**config.mk**
```make
export PLATFORM = sky130hd
export DESIGN_NAME = sum_sq_radicand
export DESIGN_NICKNAME = d
export VERILOG_FILES = /design/src/rtl/sum_sq_radicand.sv
export SDC_FILE = /design/constraint.sdc
export NUM_CORES = 1
export LEC_CHECK = 0
export CELL_PAD_IN_SITES_DETAIL_PLACEMENT = 0
export CELL_PAD_IN_SITES_GLOBAL_PLACEMENT = 1
export CORE_MARGIN = 1
export CORE_UTILIZATION = 46
export CTS_CLUSTER_DIAMETER = 200
export CTS_CLUSTER_SIZE = 20
export DETAILED_ROUTE_END_ITERATION = 12
export GPL_TIMING_DRIVEN = 0
export PLACE_DENSITY = 0.95
export REMOVE_ABC_BUFFERS = 1
export SLEW_MARGIN = 10
export SYNTH_ARGS = -nofsm -noshare
export SYNTH_HDL_FRONTEND = slang
export SYNTH_SLANG_ARGS = --single-unit
export TNS_END_PERCENT = 100
```
**constraint.sdc**
```tcl
create_clock -name clk -period 4.45 [get_ports clk]
set_input_delay 1.335 -clock clk [delete_from_list [all_inputs] [get_ports clk]]
set_output_delay 1.335 -clock clk [all_outputs]
set_load 0.05 [all_outputs]
```
**src/rtl/sum_sq_radicand.sv**
```systemverilog
// Serial shift-add computation of a*a + b*b, saturated to OUT_W bits and
// handed downstream as a square-root radicand over a valid/ready handshake.
module sum_sq_radicand #(
   parameter int IN_W  = 4,
   parameter int OUT_W = 8
) (
   input  logic             clk,
   input  logic             rst_n,
   input  logic             in_valid,
   output logic             in_ready,
   input  logic [IN_W-1:0]  a,
   input  logic [IN_W-1:0]  b,
   output logic             out_valid,
   input  logic             out_ready,
   output logic [OUT_W-1:0] radicand,
   output logic             sat
);

   localparam int ACC_W = 2*IN_W + 1;
   localparam int CNT_W = (IN_W > 1) ? $clog2(IN_W) : 1;
   localparam logic [CNT_W-1:0] LAST_BIT = CNT_W'(IN_W - 1);
   localparam logic [ACC_W-1:0] MAX_OUT  = ACC_W'({OUT_W{1'b1}});

   if (OUT_W > 2*IN_W + 1) begin : g_badWidth
      $error("sum_sq_radicand: OUT_W must not exceed 2*IN_W+1");
   end

   typedef enum logic [1:0] {IDLE, MUL_A, MUL_B, DONE} state_t;

   state_t             r_state;
   state_t             w_stateNext;
   logic [IN_W-1:0]    r_opA;
   logic [IN_W-1:0]    r_opB;
   logic [ACC_W-1:0]   r_acc;
   logic [CNT_W-1:0]   r_cnt;
   logic               w_accept;
   logic               w_lastBit;
   logic [IN_W-1:0]    w_curOp;
   logic [ACC_W-1:0]   w_addend;
   logic [ACC_W-1:0]   w_accNext;
   logic               w_satNext;

   assign in_ready  = (r_state == IDLE) || ((r_state == DONE) && out_ready);
   assign out_valid = (r_state == DONE);
   assign w_accept  = in_valid && in_ready;
   assign w_lastBit = (r_cnt == LAST_BIT);

   // One partial product per cycle: the operand shifted by the current bit index.
   assign w_curOp   = (r_state == MUL_B) ? r_opB : r_opA;
   assign w_addend  = w_curOp[r_cnt] ? (ACC_W'(w_curOp) << r_cnt) : '0;
   assign w_accNext = r_acc + w_addend;
   assign w_satNext = (w_accNext > MAX_OUT);

   always_comb begin
      w_stateNext = r_state;
      case (r_state)
         IDLE:    if (w_accept) w_stateNext = MUL_A;
         MUL_A:   if (w_lastBit) w_stateNext = MUL_B;
         MUL_B:   if (w_lastBit) w_stateNext = DONE;
         DONE:    if (out_ready) w_stateNext = w_accept ? MUL_A : IDLE;
         default: w_stateNext = IDLE;
      endcase
   end

   // The accumulator carries over from MUL_A into MUL_B so it ends as a*a + b*b.
   always_ff @(posedge clk or negedge rst_n) begin
      if (!rst_n) begin
         r_state  <= IDLE;
         r_opA    <= '0;
         r_opB    <= '0;
         r_acc    <= '0;
         r_cnt    <= '0;
         radicand <= '0;
         sat      <= 1'b0;
      end else begin
         r_state <= w_stateNext;
         if (w_accept) begin
            r_opA <= a;
            r_opB <= b;
            r_acc <= '0;
            r_cnt <= '0;
         end else if ((r_state == MUL_A) || (r_state == MUL_B)) begin
            r_acc <= w_accNext;
            r_cnt <= w_lastBit ? '0 : r_cnt + 1'b1;
            if ((r_state == MUL_B) && w_lastBit) begin
               sat      <= w_satNext;
               radicand <= w_satNext ? {OUT_W{1'b1}} : w_accNext[OUT_W-1:0];
            end
         end
      end
   end

endmodule

```
==> run metrics <==
Worst R2R Path Depth 10; CTS-repair resized insts 0; Worst-Skew Late Latency 0.28 ns; CP top delay family buffers and inverters; cts-stage hold buffer count 0; Final Max Tran Viols 0; CP cell instances clkdlybuf4s50_1 > a21o_1 > clkdlybuf4s50_1; Critical Path Most Common Cell clkdlybuf4s50_1; final worst path period share 91.6%; post-synthesis mux area share 8.18%; Leak Pwr 1.01 nW; Synth top area share 39.6%; fin nets 252; status finished clean; 1st-pass router iterations 4; layout cell share with drive strength beyond 1 7.49%; RSZ-0062 raised after global routing false; Final Hold Fails 0; Slew headroom 48.9%; Hold Crit Start r_opA[1]; die area 0.00438 mm2; clock sinks 30; Finish-stage setup viols 0; Post-CTS Setup Bufs 0; Synth area leaders dfrtp_1 40%, ha_1 8.6%, nand2_1 6.3%, mux2i_1 5.8%, nor2_1 5.1%; # rows 22; first-pass GRT wire length 5.95 mm; CP required 3.12 ns; clock-pin slew on the worst setup and hold paths 0.06 ns; area share of fa/ha/maj cells after synthesis 9.63%; DRC 0; slowest CP cell clkdlybuf4s50_1; Bufs and invs on worst path 2; core footprint 0.00380 mm2; Compound-Gate Fraction of Synth Area 14.2%; post-synthesis instance total 206; Pwr Density 788 mW/mm2; Routed Antenna Nets 0; largest net degree at the start of global routing 31; fraction of the mapped netlist area in simple logic gates 22.1%; Pwr Total 1.75 mW; CTS tree yes; Avg Vias per Cell 5.34; hold_ws 0.473 ns; reg2reg end radicand[2]; CP Capture Type output port; arrival time at the worst endpoint 2.74 ns; xor/xnor share of the synthesized area 1.85%; vias in the first global route 1,340; total number of yosys warnings 0; fmax 245 MHz; CP peak stage delay 0.80 ns; FF+latch count, synth 30; die width 66.2 um; IO buf count 22; Detailed Route Iter0 Violations 48; Reg2Reg Setup Slack 1.46 ns; I/O pins 23; H-Tree Depth 2; Final Skew 0.00351 ns; distinct cell type count after synthesis 43; Max VDD drop 0.467 mV; crit path from out_ready; commonest non-fill, non-tap cell in the layout nand2_1; commonest cells after routing, fill and taps aside 32 x nand2_1, 30 x dfrtp_1, 26 x nor2_1; Max FO, Critical Path 3; gr usage total 18.3%; cell area after synthesis 0.00190 mm2; Max-Cap Viols 0; DPL Wire Length 2.54 mm; Hold Path Stages 2; Num CTS Buffers 5; Min Clock Period, post-route 4.08 ns; initial antenna violation count 0; setup tns final 0 ns; initial core utilization 49.9%; Synth area leader dfrtp_1; DIE HEIGHT 66.2 um; largest family of logic cells by synthesized area simple AND/OR/NAND/NOR gates; post-synthesis sequential area ratio 39.6%; Crit Path Category in -> out; via count 1,469; CTS root buf clkbuf_8; Critical Path Start Type input pin; GP Congestion 0.743; clk buf depth 2; Hold EP r_opA[1]; R2R Path Start r_state[0]; drt total wl 3.45 mm; area grow syn2layout 17.4%; ANT cells 0; total grt overflow 0; worst slew pin tran 0.766 ns; WL per Instance 12.5 um; syn avg cell area 9.21 um2; HP Class reg -> reg
==> tightest hold or removal path, delay by kind of cell (launching register included) <==
| kind | cells | cell delay (ns) |
|---|---|---|
| flops | 1 | 0.34 |
| simple gates | 2 | 0.10 |
==> worst max-delay path by stage <==
| stage | end | depth (start not counted) |
|---|---|---|
| after floorplan | in_ready | 1 |
| after global placement | in_ready | 3 |
| after detailed placement | in_ready | 3 |
| after CTS | in_ready | 3 |
| after global routing | in_ready | 3 |
| final | in_ready | 3 |
==> report_power, final <==
group / internal, mW / switching (mW) / leakage (nW)
registers: 0.391 / 0.0759 / 0.361
logic: 0.405 / 0.610 / 0.598
clock network: 0.167 / 0.105 / 0.0514
==> cell type report <==
class                   count  area (um2)
clock buffers               6        72.6
clock inverters             2        37.5
fillers                   372        1570
inverters                   8        30.0
multi-input cells         159        1060
flip-flops and latches     30         751
well taps                  48        60.1
repair buffers             22         215
==> cells in the mapped netlist, drive strengths merged <==
cell type,number
nand2b,6
mux2,2
and2,2
xor2,3
mux2i,12
nor2,28
a211oi,3
dfrtp,30
o31ai,1
o31a,1
a2111oi,1
o21bai,2
clkbuf,4
a31oi,5
nand2,32
nor3b,1
inv,8
nand3,2
and3,1
or3b,1
a21o,2
nand4,1
o211ai,1
o21ai,10
nand3b,4
buf,5
ha,13
or3,2
fa,1
o221ai,1
o32ai,1
xnor2,1
o21a,1
nor2b,1
nand4b,1
nor3,5
o2111ai,1
a21oi,10
==> per-layer routing <==
layer	routed length, um	part of all wire (%)	track usage [%]	vias to the layer above
met2	1710	50	29.8	31
li1	-	-	-	760
met5	0	0	0	-
met4	52	1.5	7.45	0
met3	142	4.1	5.34	6
met1	1540	45	22.4	672
==> through the flow <==
step	instances	setup WS [ns]	instance area (um2)	util, %
after CTS	275	0.364	2230	58.6
after detailed placement	267	0.364	2120	55.7
after global placement	267	0.367	2120	55.9
after floorplan	197	1.39	1840	-
after global routing	275	0.302	2230	58.6
final	275	0.372	2230	58.6
==> cell families (layout without fill, tap and decap cells) <==
family	after synthesis	count (layout)
xor gates and xnor gates	4	4
and+or+nand+nor	87	87
adders and majority gates	14	14
AOI/OAI and AO/OA	40	40
muxes	14	14
buffers and inverters	17	38
DFF	30	30
==> state kept, by name (all words and copies together), names as in the netlist <==
| signal | cells |
|---|---|
| r_acc | 9 |
| radicand | 8 |
| r_opA | 4 |
| r_opB | 4 |
| r_cnt | 2 |
| r_state | 2 |
| sat | 1 |
Power figures use the tool's default switching activity.
